--- config.mk ---
export PLATFORM = sky130hd
export DESIGN_NAME = fifo_wr_arb
export DESIGN_NICKNAME = d
export VERILOG_FILES = /design/src/rtl/fifo_wr_arb.sv
export SDC_FILE = /design/constraint.sdc
export NUM_CORES = 1
export LEC_CHECK = 0
export ABC_AREA = 1
export ABC_CLOCK_PERIOD_IN_PS = 1700
export BUFFER_PORTS_ARGS = -buffer_cell sky130_fd_sc_hd__buf_2
export CAP_MARGIN = 20
export CORE_MARGIN = 1.5
export CORE_UTILIZATION = 45
export DETAILED_ROUTE_END_ITERATION = 8
export PLACE_DENSITY = 0.75
export SYNTH_ARGS = -nofsm -noshare
export SYNTH_HDL_FRONTEND = slang
export SYNTH_SLANG_ARGS = --single-unit
--- constraint.sdc ---
create_clock -name clk -period 1.7 [get_ports clk]
set_clock_uncertainty 0.15 [all_clocks]
set_input_delay 0.34 -clock clk [delete_from_list [all_inputs] [get_ports clk]]
set_output_delay 0.34 -clock clk [all_outputs]
set_load 0.02 [all_outputs]
--- src/rtl/fifo_wr_arb.sv ---
// ----------------------------------------------------------------------------
// fifo_wr_arb
//
// Round-robin arbiter that shares the write port of the async FIFO between
// two producers in the clk_50m domain. A producer keeps the port for a burst
// of up to BURST_LEN words, or until it stops requesting. Words are accepted
// only while the FIFO has room below FULL_THR, and are then presented to the
// FIFO through a one-stage registered write pipeline.
//
// Parameters
//   DW        data width, matches the FIFO data port
//   AW        width of wr_usedw
//   BURST_LEN maximum words per grant, 1..255
//   FULL_THR  stop accepting words once wr_usedw reaches this level
//
// Ports
//   clk       write-side clock (clk_50m)
//   rst_n     asynchronous reset, active low
//   req0/1    producer has a word on dataN; held stable until ackN
//   data0/1   producer data
//   ack0/1    dataN consumed this cycle (combinational)
//   gnt0/1    producer owns the write port (decoded from state)
//   wr_full   FIFO write-side full flag
//   wr_usedw  FIFO write-side used word count
//   wr_req    FIFO write request, registered
//   wr_data   FIFO write data, registered
// ----------------------------------------------------------------------------
module fifo_wr_arb #(
    parameter int DW        = 8,
    parameter int AW        = 8,
    parameter int BURST_LEN = 16,
    parameter int FULL_THR  = 252
) (
    input  logic          clk,
    input  logic          rst_n,
    input  logic          req0,
    input  logic [DW-1:0] data0,
    output logic          ack0,
    output logic          gnt0,
    input  logic          req1,
    input  logic [DW-1:0] data1,
    output logic          ack1,
    output logic          gnt1,
    input  logic          wr_full,
    input  logic [AW-1:0] wr_usedw,
    output logic          wr_req,
    output logic [DW-1:0] wr_data
);

    typedef enum logic [1:0] {
        IDLE,
        GNT0,
        GNT1
    } state_t;

    localparam logic [7:0]    LAST_CNT = 8'(BURST_LEN - 1);
    localparam logic [AW-1:0] THR      = AW'(FULL_THR);

    state_t     state;
    state_t     state_next;
    logic       last;
    logic [7:0] burst_cnt;
    logic       space_ok;
    logic       new_grant;

    // Grants decode straight from the state register, so they can never
    // both be high and they drop immediately when reset is asserted.
    assign gnt0     = (state == GNT0);
    assign gnt1     = (state == GNT1);
    assign space_ok = !wr_full && (wr_usedw < THR);
    assign ack0     = gnt0 && req0 && space_ok;
    assign ack1     = gnt1 && req1 && space_ok;

    // Next-state logic. new_grant marks every cycle that opens a fresh burst,
    // including a re-grant to the same producer, so the count restarts and
    // the round-robin pointer is updated in one place.
    // A burst ends on its last acked word or when its owner stops requesting.
    // A blocked owner (no space) keeps requesting, so it stays granted.
    always_comb begin
        state_next = state;
        new_grant  = 1'b0;
        case (state)
            IDLE: begin
                if (req0 && req1) begin
                    state_next = last ? GNT0 : GNT1;
                    new_grant  = 1'b1;
                end else if (req0) begin
                    state_next = GNT0;
                    new_grant  = 1'b1;
                end else if (req1) begin
                    state_next = GNT1;
                    new_grant  = 1'b1;
                end
            end
            GNT0: begin
                if ((ack0 && (burst_cnt == LAST_CNT)) || !req0) begin
                    if (req1) begin
                        state_next = GNT1;
                        new_grant  = 1'b1;
                    end else if (req0) begin
                        state_next = GNT0;
                        new_grant  = 1'b1;
                    end else begin
                        state_next = IDLE;
                    end
                end
            end
            GNT1: begin
                if ((ack1 && (burst_cnt == LAST_CNT)) || !req1) begin
                    if (req0) begin
                        state_next = GNT0;
                        new_grant  = 1'b1;
                    end else if (req1) begin
                        state_next = GNT1;
                        new_grant  = 1'b1;
                    end else begin
                        state_next = IDLE;
                    end
                end
            end
            default: state_next = IDLE;
        endcase
    end

    // State, burst counter and round-robin pointer. last=1 out of reset so
    // producer 0 wins the first contention. A new grant takes priority over
    // the ack increment because the ack that closes a burst must not leak
    // into the count of the next one.
    always_ff @(posedge clk or negedge rst_n) begin
        if (!rst_n) begin
            state     <= IDLE;
            last      <= 1'b1;
            burst_cnt <= 8'd0;
        end else begin
            state <= state_next;
            if (new_grant) begin
                burst_cnt <= 8'd0;
                last      <= (state_next == GNT1);
            end else if (ack0 || ack1) begin
                burst_cnt <= burst_cnt + 8'd1;
            end
        end
    end

    // One-stage write pipeline: each acked word reaches the FIFO exactly one
    // cycle later. wr_data keeps its last value when nothing is acked.
    always_ff @(posedge clk or negedge rst_n) begin
        if (!rst_n) begin
            wr_req  <= 1'b0;
            wr_data <= '0;
        end else begin
            wr_req <= ack0 || ack1;
            if (ack0) begin
                wr_data <= data0;
            end else if (ack1) begin
                wr_data <= data1;
            end
        end
    end

endmodule

==> flow_summary.ini <==
[global_routing]
grt_pass1_wl_mm = 5.699
grt_overflow = 0
grt_max_degree = 21
grt_pass1_vias = 1389
antenna_found_initial = 0
grt_usage = 0.2235

[floorplan]
die_h_um = 56.44
die_w_um = 56.44
ios = 42
fp-row-count = 19
core_um2 = 2734
initial_utilization = 0.4700
die-area_um2 = 3185

[sta]
hold_viol_final = 0
rsz0062_at_grt = yes
slew_headroom = 0.6987
whs_ns = 0.1309
fmax_mhz = 528.8
worst_pin_slew_ns = 0.4520
maxSlewViolCount = 0
period_share = 1.112
setup_ws_ns = -0.1910
setup_viol_count_final = 22
fin_crit_ns = 1.891

[layout]
antennaDiodeCount = 0
area_growth_pct = 66.80
finalCoreUtilization = 0.7840
nets = 282
layout-drive-gt1-share = 0.5466
design_area_um2 = 2143
fillers = 186

[synth]
netlist_instances = 169
synth-adder-area-share = 0.04869
ys_seq_area_frac = 0.3905
synth_cell_types = 28
synth_top_family_by_area = simple AND/OR/NAND/NOR gates
syn_nets = 203
synth_area_um2 = 1285
synthTopCellsByArea = dfrtp_1 37%, nand2_1 11%, inv_1 6.1%
synth_compound_area_frac = 0.1597
synth_simple_gate_area_share = 0.2882
yosys-top-cells-count = 38 x nand2_1, 21 x inv_1, 19 x dfrtp_1
synthFlopType = dfrtp_1
synth_xor_area_frac = 0.02045
ys_ff_latch = 20
synthMostInstantiatedCell = nand2_1
synth_area_per_cell_um2 = 7.603
synth_top_area_share = 0.3700
synth_edf_count = 0
yosys_warnings = 0
synthArstFlopShare = 1.000
yosysTopAreaCell = dfrtp_1
synth_mux_area_frac = 0

[critical_path]
critPathLaunchType = flip-flop
required_ns = 1.21
r2r_setup_slack_ns = -0.18
cp_num_buf_inv = 3
crit_family = flip-flops
crit_slowest_cell = dfrtp_1
crit_type = reg2out
crit_fanout = 3
cp_slowest_stage_delay_ns = 0.45
r2r-end = burst_cnt[5]
cp-end-kind = output pin
critPathMostFrequentCell = buf_6
path_cells = inv_2 -> ha_4 -> nand2_4 -> buf_6 -> nor2_4 -> buf_6
r2r-start = state[0]
critPathArrivalTime_ns = 1.40
rr_worst_depth = 9

[detailed_routing]
dr.pass1.iters = 5
drtAntennaViolNets = 0
routedWlPerCell_um = 13.39
drt_iter0_markers = 66
via_per_inst = 5.119
wl_mm = 3.723
drc = 0
num_vias = 1423

[hold_path]
worstHoldPathType = in2reg
min_from = data0[0]
holdPathStages = 3
hold_end = wr_data[0]

[cts]
clk_pin_slew_ns = 0.11
clock-sinks = 20
root_buffer = clkbuf_4
cts_tree = built
cts_made_buffers = 3
htree_levels = 1
clk_latency_ns = 0.31
clockBufferDepth = 2

[power]
power_density_nw_per_um2 = 1317
irDropWorstVdd_mv = 1.165
cellLeakagePower_uw = 0.001044
p_total_uw = 2823

[placement]
placed_area_um2 = 1688
dp_hpwl_mm = 2.241
port_buffers = 39
place_congestion = 0.9197
pre_cts_slack_ns = -0.09683

[outcome]
status = finished, violations left
failed_checks = setup timing

[run]
maxCapViolCount = 0
## report_power, final
group	internal, uW	total [uW]	leakage (uW)	switching (uW)
Combinational	865	1800	0.000774	931
Sequential	622	743	0.000249	121
Clock	131	284	0.0000210	153
## what timing repair did
item	in CTS	in global routing
endpoints found under the hold margin	19	0
endpoints found under the setup margin	15	23
pin swaps	10	15
hold buffers	1	0
buffers inserted	12	8
gates cloned	1	1
resized for setup	29	40
## worst max-delay path by stage
| stage | startpoint | endpoint | slack, ns | depth (start not counted) |
|---|---|---|---|---|
| floorplan | state[0] | burst_cnt[6] | 0.0005 | 10 |
| global placement | wr_usedw[5] | last | -0.05 | 13 |
| detailed placement | burst_cnt[1] | last | -0.1 | 11 |
| CTS | state[1] | ack0 | -0.17 | 6 |
| global route | state[1] | burst_cnt[5] | -0.27 | 9 |
| finish | state[1] | ack0 | -0.19 | 6 |
## worst min-delay path, delay by kind of cell
kind / cells / cell delay, ns
buffers and inverters: 1 / 0.09
AOI/OAI and AO/OA: 1 / 0.07
and+or+nand+nor: 1 / 0.06
## metrics by stage
step / setup TNS (ns) / std cells
after global placement: -0.3072 / 254
after floorplan: 0 / 169
final: -2.379 / 278
after global routing: -4.245 / 278
after detailed placement: -0.7568 / 254
after CTS: -1.827 / 271
## layout by cell type, fill, tap and decap left out, types with 2 or more instances in the layout
cell type	netlist	routed
a21oi_1	7	6
a21oi_2	2	2
a21oi_4	1	3
a31oi_1	9	7
a31oi_2	0	2
buf_2	2	35
buf_4	2	24
buf_6	0	16
clkbuf_4	0	3
dfrtp_1	19	19
ha_4	0	3
inv_1	21	17
inv_2	3	6
nand2_1	38	32
nand2_2	3	6
nand2_4	0	3
nand3_1	7	5
nand3_2	2	3
nand3_4	1	2
nor2_1	18	8
nor2_2	4	5
nor2_4	1	10
nor3_2	1	3
o21ai_0	12	9
o21ai_1	0	2
xor2_1	2	2
## kinds of logic after synthesis
family,count (synthesis)
xor gates and xnor gates,3
buffers and inverters,29
DFF,20
and+or+nand+nor,79
AOI/OAI and AO/OA,33
adders and majority gates,5
## routing by layer
metal	vias up	track usage	routed length [um]
met5	-	0	0
met4	0	0.09524	109
met3	10	0.02535	174
met2	57	0.3920	1994
met1	655	0.2747	1445
li1	701	-	-
## flip-flops by register name, summed over array words and instances (netlist names)
register / cells
burst_cnt: 8
wr_data: 8
state: 2
last: 1
wr_req: 1
## cell type report
type                            count  area, um2  area share
Inverter                           24      92.59     0.04320
Timing Repair Buffer               78      590.6      0.2755
Multi-Input combinational cell    121      883.3      0.4121
Sequential cell                    20      501.7      0.2341
Tap cell                           31      38.79     0.01810
Clock buffer                        4      36.28     0.01693
No activity file was read; power rests on OpenSTA's default activity.
